===== src/rtl/uart_pkg.sv =====
// Shared UART definitions: receiver state encoding, default baud constants
// and a small helper for sizing counters.
package uart_pkg;

  // Receiver FSM state encoding
  typedef logic [2:0] rx_state_t;

  localparam logic [2:0] ST_IDLE  = 3'd0;
  localparam logic [2:0] ST_START = 3'd1;
  localparam logic [2:0] ST_DATA  = 3'd2;
  localparam logic [2:0] ST_STOP  = 3'd3;
  localparam logic [2:0] ST_BREAK = 3'd4;

  // 50 MHz / (115200 * 16), rounded
  localparam int DEFAULT_BAUD_DIV   = 27;
  localparam int DEFAULT_OVERSAMPLE = 16;

  // Larger of two integers, used when sizing shared counters
  function automatic int max_int(input int a, input int b);
    return (a > b) ? a : b;
  endfunction

endpackage


===== src/rtl/baud_tick_gen.sv =====
// Free-running oversample tick generator. Emits a one-cycle tick every
// BAUD_DIV clocks. It is never restarted, so receivers see up to one tick
// of phase error against the incoming start edge.
module baud_tick_gen
  import uart_pkg::*;
#(
  parameter int BAUD_DIV = DEFAULT_BAUD_DIV
) (
  input  logic clk,
  input  logic rst_n,
  output logic tick
);

  localparam int CW = (BAUD_DIV > 1) ? $clog2(BAUD_DIV) : 1;
  localparam logic [CW-1:0] LAST = CW'(BAUD_DIV - 1);

  logic [CW-1:0] cnt;

  // Count 0..BAUD_DIV-1 and wrap
  always_ff @(posedge clk) begin
    if (!rst_n) begin
      cnt <= '0;
    end else if (cnt == LAST) begin
      cnt <= '0;
    end else begin
      cnt <= cnt + 1'b1;
    end
  end

  assign tick = (cnt == LAST);

endmodule


===== src/rtl/uart_rx.sv =====
// Oversampling 8N1 UART receiver. Reassembles bytes from the rx line, flags
// framing errors, and emits an idle tick after a quiet period following a
// good byte so the downstream packet decoder can realign its boundary.
//
// Handshake: o_rx_done_tick, o_frame_err and o_idle_tick are one-cycle
// pulses with no back-pressure; o_data is valid in the o_rx_done_tick cycle
// and held until the next good byte. The pulses are mutually exclusive.
module uart_rx
  import uart_pkg::*;
#(
  parameter int BAUD_DIV     = DEFAULT_BAUD_DIV,
  parameter int OVERSAMPLE   = DEFAULT_OVERSAMPLE,
  parameter int DATA_BIT     = 8,
  parameter int STOP_TICK    = 16,
  parameter int IDLE_TIMEOUT = 160
) (
  input  logic                clk,
  input  logic                rst_n,
  input  logic                i_rx,
  output logic [DATA_BIT-1:0] o_data,
  output logic                o_rx_done_tick,
  output logic                o_frame_err,
  output logic                o_busy,
  output logic                o_idle_tick
);

  localparam int S_MAX = max_int(OVERSAMPLE, STOP_TICK);
  localparam int S_W   = $clog2(S_MAX);
  localparam int N_W   = (DATA_BIT > 1) ? $clog2(DATA_BIT) : 1;
  localparam int I_W   = (IDLE_TIMEOUT > 1) ? $clog2(IDLE_TIMEOUT) : 1;

  localparam logic [S_W-1:0] S_HALF = S_W'(OVERSAMPLE / 2 - 1);
  localparam logic [S_W-1:0] S_BIT  = S_W'(OVERSAMPLE - 1);
  localparam logic [S_W-1:0] S_STOP = S_W'(STOP_TICK - 1);
  localparam logic [N_W-1:0] N_LAST = N_W'(DATA_BIT - 1);
  localparam logic [I_W-1:0] I_LAST = I_W'(IDLE_TIMEOUT - 1);

  // FSM state; kept as a plainly named register so checkers can bind to it
  rx_state_t           state;
  logic [S_W-1:0]      s_cnt;
  logic [N_W-1:0]      n;
  logic [DATA_BIT-1:0] shreg;
  logic [I_W-1:0]      idle_cnt;
  logic                armed;

  logic                rx_meta;
  logic                rx_s;
  logic                s_tick;

  logic                stop_decide;
  logic                good_stop;
  logic                bad_stop;

  logic [DATA_BIT-1:0] data_q;
  logic                done_q;
  logic                err_q;
  logic                busy_q;
  logic                idle_q;

  baud_tick_gen #(
    .BAUD_DIV(BAUD_DIV)
  ) u_tick (
    .clk  (clk),
    .rst_n(rst_n),
    .tick (s_tick)
  );

  // Two-flop synchroniser; the line idles high
  always_ff @(posedge clk) begin
    if (!rst_n) begin
      rx_meta <= 1'b1;
      rx_s    <= 1'b1;
    end else begin
      rx_meta <= i_rx;
      rx_s    <= rx_meta;
    end
  end

  // Stop-bit sample point and its outcome
  assign stop_decide = (state == ST_STOP) && s_tick && (s_cnt == S_STOP);
  assign good_stop   = stop_decide && rx_s;
  assign bad_stop    = stop_decide && !rx_s;

  // Receive FSM: start qualification, mid-bit data sampling, stop check
  always_ff @(posedge clk) begin
    if (!rst_n) begin
      state <= ST_IDLE;
      s_cnt <= '0;
      n     <= '0;
      shreg <= '0;
    end else begin
      case (state)
        ST_IDLE: begin
          if (!rx_s) begin
            state <= ST_START;
            s_cnt <= '0;
          end
        end
        ST_START: begin
          if (s_tick) begin
            if (s_cnt == S_HALF) begin
              s_cnt <= '0;
              if (!rx_s) begin
                state <= ST_DATA;
                n     <= '0;
              end else begin
                state <= ST_IDLE;  // too short to be a start bit
              end
            end else begin
              s_cnt <= s_cnt + 1'b1;
            end
          end
        end
        ST_DATA: begin
          if (s_tick) begin
            if (s_cnt == S_BIT) begin
              s_cnt <= '0;
              shreg <= {rx_s, shreg[DATA_BIT-1:1]};
              if (n == N_LAST) begin
                state <= ST_STOP;
              end else begin
                n <= n + 1'b1;
              end
            end else begin
              s_cnt <= s_cnt + 1'b1;
            end
          end
        end
        ST_STOP: begin
          if (s_tick) begin
            if (s_cnt == S_STOP) begin
              s_cnt <= '0;
              state <= rx_s ? ST_IDLE : ST_BREAK;
            end else begin
              s_cnt <= s_cnt + 1'b1;
            end
          end
        end
        ST_BREAK: begin
          // A held-low line must release before another start is accepted
          if (rx_s) begin
            state <= ST_IDLE;
          end
        end
        default: begin
          state <= ST_IDLE;
        end
      endcase
    end
  end

  // Registered result pulses, held data and busy flag
  always_ff @(posedge clk) begin
    if (!rst_n) begin
      data_q <= '0;
      done_q <= 1'b0;
      err_q  <= 1'b0;
      busy_q <= 1'b0;
    end else begin
      done_q <= good_stop;
      err_q  <= bad_stop;
      busy_q <= (state != ST_IDLE);
      if (good_stop) begin
        data_q <= shreg;
      end
    end
  end

  // Idle timeout: armed by a good byte, cancelled by any exit from IDLE
  always_ff @(posedge clk) begin
    if (!rst_n) begin
      armed    <= 1'b0;
      idle_cnt <= '0;
      idle_q   <= 1'b0;
    end else begin
      idle_q <= 1'b0;
      if (good_stop) begin
        armed    <= 1'b1;
        idle_cnt <= '0;
      end else if ((state != ST_IDLE) || !rx_s) begin
        armed    <= 1'b0;
        idle_cnt <= '0;
      end else if (armed && s_tick) begin
        if (idle_cnt == I_LAST) begin
          idle_q   <= 1'b1;
          armed    <= 1'b0;
          idle_cnt <= '0;
        end else begin
          idle_cnt <= idle_cnt + 1'b1;
        end
      end
    end
  end

  assign o_data         = data_q;
  assign o_rx_done_tick = done_q;
  assign o_frame_err    = err_q;
  assign o_busy         = busy_q;
  assign o_idle_tick    = idle_q;

endmodule


===== config.mk =====
export PLATFORM = sky130hd
export DESIGN_NAME = uart_rx
export DESIGN_NICKNAME = d
export VERILOG_FILES = /design/src/rtl/uart_pkg.sv /design/src/rtl/baud_tick_gen.sv /design/src/rtl/uart_rx.sv
export SDC_FILE = /design/constraint.sdc
export NUM_CORES = 1
export LEC_CHECK = 0
export BUFFER_PORTS_ARGS = -buffer_cell sky130_fd_sc_hd__buf_2
export CORE_MARGIN = 2
export CORE_UTILIZATION = 50
export CTS_BUF_LIST = sky130_fd_sc_hd__clkbuf_4 sky130_fd_sc_hd__clkbuf_8 sky130_fd_sc_hd__clkbuf_16
export DETAILED_ROUTE_END_ITERATION = 12
export GPL_TIMING_DRIVEN = 0
export PLACE_DENSITY = 0.71
export SLEW_MARGIN = 25
export SYNTH_ARGS = -nofsm -noshare
export SYNTH_HDL_FRONTEND = slang
export SYNTH_SLANG_ARGS = --single-unit

===== constraint.sdc =====
create_clock -name clk -period 1.83 [get_ports clk]
set_input_delay 0.183 -clock clk [delete_from_list [all_inputs] [get_ports clk]]
set_output_delay 0.183 -clock clk [all_outputs]
set_load 0.005 [all_outputs]

==> results of run 1 <==
==> routing by layer <==
layer / global-route usage / vias to the layer above / wire length (um) / part of all wire
met5: 0 / - / 0 / 0
met4: 0.07750 / 0 / 64 / 0.016
met3: 0.04441 / 7 / 130 / 0.033
met2: 0.2990 / 22 / 1771 / 0.45
met1: 0.2472 / 761 / 1960 / 0.50
li1: - / 836 / - / -
==> registers in the layout, indices dropped and copies added (netlist names), 3 cells and up <==
signal	count
u_tick.cnt	5
o_data	8
n	3
shreg	8
s_cnt	4
idle_cnt	8
state	3
==> worst min-delay path by stage <==
stage          cells after the start  slack, ps  start                  to
5_1_grt                            2         70   i_rx  rx_meta$_SDFF_PN1_
3_3_place_gp                       2        370   i_rx  rx_meta$_SDFF_PN1_
6_report                           2         70   i_rx  rx_meta$_SDFF_PN1_
2_1_floorplan                      1        280   i_rx  rx_meta$_SDFF_PN1_
3_5_place_dp                       2        390   i_rx  rx_meta$_SDFF_PN1_
4_1_cts                            2         70   i_rx  rx_meta$_SDFF_PN1_
==> area by class of cell <==
| class | count | area (sq um) |
|---|---|---|
| buffer | 13 | 70.07 |
| inverter | 8 | 30.03 |
| sequential | 46 | 923.4 |
| clock inverter | 2 | 37.54 |
| multi-input combinational | 157 | 1079 |
| clock buffer | 6 | 76.32 |
| timing repair buffer | 16 | 85.08 |
| tap | 50 | 62.56 |
| fill | 356 | 1608 |
==> cell usage in the layout, fill, tap and decap left out, drive strengths merged, types with 4 or more instances in the layout <==
cell,instances
dfxtp,46
buf,24
nand2,23
nor2,23
mux2i,13
nand3,12
clkbuf,11
nor3,9
a21oi,9
inv,8
a32o,8
xnor2,7
ha,6
o21ai,5
nor2b,4
nand2b,4
==> through the flow <==
stage	hold WS [ps]	instances	TNS [ps]	total power [uW]	setup WS [ps]
floorplan	284.5	224	0	1118	156.6
global placement	366.5	288	-1413	1144	-181.9
detailed placement	386.7	288	-1509	1146	-192.8
CTS	69.95	296	-17.73	1911	-13.39
global route	70.07	298	-63.46	1963	-30.86
finish	68.04	298	0	1902	46.93
==> power breakdown <==
part	leakage [uW]	total, uW	switching, uW	internal [uW]
logic	0.000496	106	63.6	42.6
registers	0.000372	1020	9.15	1010
clock network	0.0000548	773	350	423
total	0.000923	1900	423	1480
==> repair_timing <==
item,CTS,global route
pin swaps,1,1
resized for setup,7,9
setup buffers,0,2
setup endpoints to repair,10,21
==> logic make-up after synthesis <==
family,Yosys count,share of synthesized area
AND/OR/NAND/NOR,92,0.2277
multiplexers,13,0.06384
flip-flops,46,0.4518
XOR/XNOR,10,0.04297
buffers and inverters,21,0.04604
adder cells (fa/ha/maj),6,0.03683
AO/OA/AOI/OAI,36,0.1308
==> critical path, cell delays in order (launching register included) <==
cell and delay (ps):
dfxtp_2 330, inv_1 60, ha_2 180, nand4b_1 220
buf_4 210, o22a_4 200, or4_1 420, a21oi_2 120
==> run summary, run 1 <==
Post-Layout Inst Area: 0.002364 sq mm
Clock Sinks: 46
Layout cell share with drive strength beyond 1: 0.1855
Max-slew headroom: 0.6056
Post-synth top flop: dfxtp_1
Die ar.: 0.004603 sq mm
Chip width: 67.85 um
Final hold violations: 0
Critical Path Start: u_tick.cnt[0]$_SDFF_PP0_
Final Skew: 11.15 ps
Top cells by area, synth: dfxtp_1 (45%), mux2i_1 (6.4%), nand2_1 (4.2%)
CP arrival: 2030 ps
Post-Syn Instances: 224
Drt drc: 0
Core ar.: 0.003971 sq mm
Clock buffer depth: 2
Area of the mapped netlist: 0.002038 sq mm
Most frequent cell after synthesis: dfxtp_1
IR drop worst, VDD: 0.0003760 V
Hold-fix buffers, CTS: 0
FF-to-FF End: s_cnt[2]$_SDFFE_PN0P_
Worst Setup Start Kind: flip-flop
H-tree Lvls: 2
Clk root buf: clkbuf_8
Final min period: 1783 ps
Critical Path Sink Type: flip-flop
Mapped Avg Cell Area: 9.099 sq um
Fmax: 0.5608 GHz
Register area share after synthesis: 0.4518
Slew Limit Fails: 0
Synth async-reset ratio: 0
Dpl hpwl: 2.723 mm
Final setup fails: 0
Final wirelength: 3.927 mm
Min-Delay Path Class: input port to flip-flop
Initial DRC Count: 70
Die Ht: 67.85 um
Pwr per Cell Area: 804.7 mW/mm^2
Reg-to-Reg Start: u_tick.cnt[0]$_SDFF_PP0_
Initial Util: 0.5132
CTS tree: yes
Largest net degree at the start of global routing: 15
Max-Cap Viols: 0
Antenna-violating nets left: 0
Remaining global-route overflow: 0
FP Rows: 23
Final nets: 256
CTS Buf Count: 5
Cell area after placement: 0.002171 sq mm
Vias: 1626
Static Leakage: 0.0009234 uW
R2R depth: 7
CP Capture Point: s_cnt[2]$_SDFFE_PN0P_
Yosys top cell by area: dfxtp_1
Initial antenna violation count: 0
Fin crit share: 0.9744
Vias in the first global route: 1436
Avg WL per Cell: 13.18 um
Flops & latches, synth: 46
EDFF count, synth: 0
Synth top area share: 0.4518
Top cells by count, synth: dfxtp_1 (46), nand2_1 (23), nor2_1 (23)
CP Max Fanout: 5
PortBufs: 14
Least-Margin Pin Slew: 590.4 ps
Clock transition at path regs: 90 ps
Worst R2R Setup Slack: 50 ps
Synth cell types: 43
Syn_nets: 233
Diodes inserted: 0
Outcome: finished clean
Layout area overhead: 15.96%
Util after Layout: 0.5951
I/O pin total: 15
Worst Path Required: 2080 ps
Via/cell ratio: 5.456
First-pass GRT wire length: 6.479 mm
Synth warn: 0
Tot GR Track Use: 0.1885
Crit Path Class: flip-flop to flip-flop
Final RePlAce weighted congestion: 0.9165
Detailed Routing Iterations Pass 1: 4
Clock insertion delay at the later pin of the skew report: 300 ps
Power figures use the tool's default switching activity.
==> inputs of run 2 (changes only) <==
SETUP_SLACK_MARGIN = 0.05   (was not set)
==> run 2 against run 1 <==
Compared with the run above:
- core utilization rose by 1.7 points
- first-iteration DRC count rose by 27%
- cell count rose by 1.0%
- power rose by 0.36%
- sequential share of layout area fell by 0.86 points
- critical path depth fell by 3
- maximum frequency rose by 1.1%
- global-route usage rose by 0.28 points
- largest cell class unchanged
==> run summary, run 2 (synthesis results as in run 1) <==
Clock transition at path regs: 90 ps (about the same)
Max-slew headroom: 0.6849 (+0.07931)
R2R depth: 4 (-3)
H-tree Lvls: 2 (unchanged)
CP arrival: 2010 ps (-20 ps)
Worst Hold Endpoint: rx_meta$_SDFF_PN1_
Fill cells: 350 (-1.7%)
Clk root buf: clkbuf_8
Min-Delay Path Class: input port to flip-flop
Layout cell share with drive strength beyond 1: 0.2191 (+0.03364)
Placed Cells: 288 (unchanged)
CTS Buf Count: 5 (unchanged)
CTS tree: yes
Dpl hpwl: 2.723 mm (unchanged)
IR drop worst, VDD: 0.0004987 V (+33%)
Initial DRC Count: 89 (+27%)
Initial Util: 0.5132 (unchanged)
Vias in the first global route: 1438 (+0.14%)
Setup ws final: 65.99 ps (+19.06 ps)
Util after Layout: 0.6118 (+0.01670)
CP Max Fanout: 7 (+2)
Chip width: 67.85 um (unchanged)
Sequential Area: 928.4 sq um (+0.54%)
Layout area overhead: 19.21%
Fin crit share: 0.9639 (-0.01041)
Commonest non-fill, non-tap cell in the layout: dfxtp_1
Final std cells w/o fill: 301 (+1.0%)
Final hold violations: 0 (unchanged)
RSZ-0062 raised after global routing: true
Max-Cap Viols: 0 (unchanged)
Final RePlAce weighted congestion: 0.9165 (unchanged)
Final Skew: 7.547 ps (-3.603 ps)
FF-to-FF End: s_cnt[2]$_SDFFE_PN0P_
Slew Limit Fails: 0 (unchanged)
Most frequent cells in the layout: dfxtp_1 (42), nand2_1 (23), nor2_1 (22)
Final min period: 1764 ps (-19.06 ps)
FP Rows: 23 (unchanged)
Die ar.: 0.004603 sq mm (unchanged)
Remaining global-route overflow: 0 (unchanged)
Hold_sp: i_rx
Diodes inserted: 0 (unchanged)
Vias: 1649 (+1.4%)
Via/cell ratio: 5.478 (+0.40%)
Worst Setup Start Kind: flip-flop
Final nets: 259 (+1.2%)
Worst Path Required: 2070 ps (about the same)
Pwr per Cell Area: 785.6 mW/mm^2 (-2.4%)
Largest net degree at the start of global routing: 15 (unchanged)
Clock buffer depth: 2 (unchanged)
Clock insertion delay at the later pin of the skew report: 300 ps (about the same)
Avg WL per Cell: 13.88 um (+5.3%)
Clock Sinks: 46 (unchanged)
Critical Path Sink Type: flip-flop
Initial antenna violation count: 0 (unchanged)
Crit Path Class: flip-flop to flip-flop
Core ar.: 0.003971 sq mm (unchanged)
Final setup fails: 0 (unchanged)
Hold-fix buffers, CTS: 0 (unchanged)
Die Ht: 67.85 um (unchanged)
Hold depth: 2 (unchanged)
Antenna-violating nets left: 0 (unchanged)
First-pass GRT wire length: 6.575 mm (+1.5%)
Outcome: finished clean
Tot GR Track Use: 0.1913 (+0.002783)
Least-Margin Pin Slew: 472.7 ps (-117.7 ps)
Drt drc: 0 (unchanged)
I/O pin total: 15 (unchanged)
PortBufs: 14 (unchanged)
Static Leakage: 0.0009626 uW (+4.2%)
DP Worst Slack: -192.8 ps (unchanged)
Reg-to-Reg Start: state[0]$_SDFFE_PN0P_
Detailed Routing Iterations Pass 1: 4 (unchanged)
Final wirelength: 4.177 mm (+6.4%)
Fmax: 0.5669 GHz (+1.1%)
Area of the multi-input gates: 0.001107 sq mm (+2.7%)
Worst R2R Setup Slack: 70 ps (+20 ps)
-- run 2: final cells by class --
cell class	count	share of cell area
multi-input cells	157	0.4557
clock inverters	2	0.01545
repair buffers	20	0.04737
well taps	50	0.02575
flip-flops and latches	46	0.3821
plain buffers	12	0.02987
clock buffers	6	0.03141
inverters	8	0.01236
-- run 2: worst max-delay path by stage --
stage	start	end	slack, ps	cells past startpoint
after floorplan	u_tick.cnt[0]$_SDFF_PP0_	o_data[0]$_SDFFE_PN0P_	160	7
after global placement	u_tick.cnt[0]$_SDFF_PP0_	o_data[5]$_SDFFE_PN0P_	-180	7
after detailed placement	u_tick.cnt[0]$_SDFF_PP0_	o_data[6]$_SDFFE_PN0P_	-190	7
after CTS	u_tick.cnt[0]$_SDFF_PP0_	o_data[6]$_SDFFE_PN0P_	60	7
after global routing	u_tick.cnt[1]$_SDFF_PP0_	s_cnt[2]$_SDFFE_PN0P_	10	6
final	state[0]$_SDFFE_PN0P_	s_cnt[2]$_SDFFE_PN0P_	70	4
-- run 2: where the power goes --
part	total [uW]	internal, uW	switching [uW]	leakage [uW]
Sequential	1030	1010	13.6	0.000373
Clock	772	422	349	0.0000548
Combinational	110	46.7	63.0	0.000535
Total	1910	1480	426	0.000963
-- run 2: per-layer routing --
| metal | up-vias | global-route usage | wire length (um) |
|---|---|---|---|
| met5 | - | 0 | 0 |
| met4 | 0 | 0.07750 | 55 |
| met3 | 7 | 0.04441 | 142 |
| met2 | 26 | 0.3064 | 1984 |
| met1 | 772 | 0.2492 | 1995 |
| li1 | 844 | - | - |
-- run 2: per-stage QoR --
step,hold WS (ps),power (uW),instance area [sq um],setup TNS [ps]
detailed placement,386.7,1146,2171,-1509
finish,67.45,1909,2430,0
CTS,69.95,1911,2345,0
global route,71.08,1974,2430,0
floorplan,284.5,1118,2038,0
global placement,366.5,1144,2171,-1413
-- run 2: critical path, stage by stage, from the launching register on --
cell	delay, ps
dfxtp_1	390
or3_4	400
o22a_4	270
or4_4	510
a21oi_2	130
-- run 2: repair_timing --
item,CTS,global route
pin swaps,1,7
setup buffers,1,5
endpoints found under the setup margin,24,19
gates resized for setup,10,19
==> inputs of run 3 (changes only) <==
ABC_AREA = 1   (was not set)
==> run 3 against run 2 <==
Compared with the run above:
- combinational power grew to 5.4 times the previous value
- register-to-register slack gained 170 ps
- first-iteration DRC count shrank 24%
- clock skew grew 5.2 ps
- flip-flop and latch count is the same
- highest routed layer unchanged
- critical path depth grew 7
- non-clock buffer count shrank 14
- maximum frequency grew 11%
- global-route usage shrank 1.5 points
- cell count grew 15%
- critical path type unchanged
==> run summary, run 3 <==
Outcome: finished clean
Hold-fix buffers, CTS: 0 (unchanged)
Die Ht: 69.78 um (+2.8%)
I/O pin total: 15 (unchanged)
Top cells by area, synth: dfxtp_1 (43%), nand2_1 (7.5%), inv_1 (6.4%)
Layout cell share with drive strength beyond 1: 0.2095 (-0.009664)
Tot GR Track Use: 0.1759 (-0.01539)
Least-Margin Pin Slew: 406.3 ps (-66.35 ps)
Area of the mapped netlist: 0.002163 sq mm (+6.1%)
Final min period: 1589 ps (-174.6 ps)
EDFF count, synth: 0 (unchanged)
Final Skew: 12.74 ps (+5.191 ps)
Clock buffer depth: 2 (unchanged)
Max-slew headroom: 0.7291 (+0.04423)
IR drop worst, VDD: 0.0008763 V (+76%)
Initial Util: 0.5294 (+0.01616)
Synth cell types: 34 (-21%)
CTS Buf Count: 5 (unchanged)
Post-CTS Setup Bufs: 0 (-1)
Post-Syn Instances: 275 (+23%)
Dpl hpwl: 2.696 mm (-1.0%)
CTS tree: yes
Diodes inserted: 0 (unchanged)
Most frequent cell after synthesis: dfxtp_1
Final hold violations: 0 (unchanged)
Worst path top cell family by delay: simple AND/OR/NAND/NOR gates
Clock transition at path regs: 90 ps (about the same)
Vias in the first global route: 1584 (+10%)
Synth top area share: 0.4257 (-0.02613)
Final RePlAce weighted congestion: 0.8728 (-4.8%)
Setup TNS: 0 ps (unchanged)
Vias: 1706 (+3.5%)
Max-Cap Viols: 0 (unchanged)
Min-Delay Path Class: input port to flip-flop
Initial antenna violation count: 0 (unchanged)
CP max stage cell: dfxtp_1
Avg WL per Cell: 10.65 um (-23%)
Clk root buf: clkbuf_8
CP Max Fanout: 9 (+2)
Synth async-reset ratio: 0 (unchanged)
Worst Path Required: 2080 ps (about the same)
Yosys top cell by area: dfxtp_1
Remaining global-route overflow: 0 (unchanged)
Util after Layout: 0.5873 (-0.02458)
Final wirelength: 3.686 mm (-12%)
FP Rows: 23 (unchanged)
CP arrival: 1840 ps (-170 ps)
Core ar.: 0.004086 sq mm (+2.9%)
Post-synth top flop: dfxtp_1
Final setup fails: 0 (unchanged)
CTS resizes: 0 (-10)
Critical Path Max Stage Delay: 370 ps (-140 ps)
Static Leakage: 0.001061 uW (+10%)
Drt drc: 0 (unchanged)
PortBufs: 13 (-1)
Largest net degree at the start of global routing: 15 (unchanged)
H-tree Lvls: 2 (unchanged)
Syn_nets: 284 (+22%)
Detailed Routing Iterations Pass 1: 4 (unchanged)
Crit Path Class: flip-flop to flip-flop
Most frequent cells in the layout: dfxtp_1 (46), nand2_1 (42), inv_1 (37)
Clock Sinks: 46 (unchanged)
RSZ-0062 raised after global routing: false
Pwr per Cell Area: 993.5 mW/mm^2 (+26%)
Top cells by count, synth: dfxtp_1 (46), nand2_1 (43), inv_1 (37)
Fin crit share: 0.8686 (-0.09538)
Synth warn: 0 (unchanged)
Flops & latches, synth: 46 (unchanged)
Total chip power: 2384 uW (+25%)
Crit path buf inv count: 3 (+3)
Antenna-violating nets left: 0 (unchanged)
Critical Path Sink Type: flip-flop
Initial DRC Count: 68 (-24%)
Chip width: 69.78 um (+2.8%)
Slew Limit Fails: 0 (unchanged)
Register area share after synthesis: 0.4257 (-0.02613)
Fill cells: 391 (+12%)
Die ar.: 0.004869 sq mm (+5.8%)
Clock insertion delay at the later pin of the skew report: 310 ps (about the same)
Fmax: 0.6291 GHz (+11%)
Commonest non-fill, non-tap cell in the layout: dfxtp_1
Worst Setup Start Kind: flip-flop
Mapped Avg Cell Area: 7.867 sq um (-14%)
CP Cell Sequence: inv_1, ha_1, nand2_1, inv_1, nand2_2, nor2_4, nand2_4, nand3_2, inv_2, nand2_1, nor2_1
First-pass GRT wire length: 6.913 mm (+5.1%)
Via/cell ratio: 4.931 (-10%)
Final nets: 304 (+17%)
Layout area overhead: 10.93%
run 3: cell count changes after synthesis, sizes merged, moves of 11 or more:
| cell | change |
|---|---|
| inv | +33 |
| o21ai | +19 |
| nor2 | +15 |
| mux2i | -13 |
| nand3 | +11 |
| nand2 | +31 |
run 3: cell type report:
class,instances,area (sq um),area share
Buffer,5,33.78,0.01408
Tap cell,50,62.56,0.02607
Clock inverter,1,8.758,0.003650
Clock buffer,7,90.09,0.03754
Inverter,42,160.2,0.06674
Multi-Input combinational cell,182,1059,0.4411
Sequential cell,46,920.9,0.3837
Timing Repair Buffer,13,65.06,0.02711
run 3: cell families after synthesis:
kind of cell / count (synthesis) / share of synthesized area
xor gates and xnor gates: 6 / 0.02429
DFF: 46 / 0.4257
and+or+nand+nor: 127 / 0.3198
AOI/OAI and AO/OA: 43 / 0.1070
buffers and inverters: 47 / 0.08849
adders and majority gates: 6 / 0.03470
run 3: power breakdown:
part           internal [uW]  switching, uW
clock                    327            346
sequential              1060           50.0
combinational            221            377
total                   1610            773
run 3: through the flow:
step	hold WS (ps)	worst slack, ps	cells	area, sq um
2_1_floorplan	289.6	354.3	275	2163
3_3_place_gp	369.5	148.3	338	2291
3_5_place_dp	376.0	174.5	338	2291
4_1_cts	51.92	157.1	346	2390
5_1_grt	53.80	70.16	346	2400
6_report	56.79	240.5	346	2400
run 3: final timing paths:
check	start	endpoint	slack (ps)	depth (start not counted)
worst max register to register	u_tick.cnt[0]$_SDFF_PP0_	idle_cnt[5]$_SDFFE_PP0N_	240	11
worst min-delay path	i_rx	rx_meta$_SDFF_PN1_	60	2
worst min register to register	rx_meta$_SDFF_PN1_	rx_s$_SDFF_PN1_	420	1
worst max-delay path	u_tick.cnt[0]$_SDFF_PP0_	idle_cnt[5]$_SDFFE_PP0N_	240	11
run 3: per-layer routing:
| layer | vias to the layer above | track usage | wire length [um] |
|---|---|---|---|
| li1 | 918 | - | - |
| met1 | 762 | 0.2260 | 1851 |
| met2 | 20 | 0.2741 | 1644 |
| met3 | 6 | 0.05523 | 129 |
| met4 | 0 | 0.07051 | 61 |
| met5 | - | 0 | 0 |
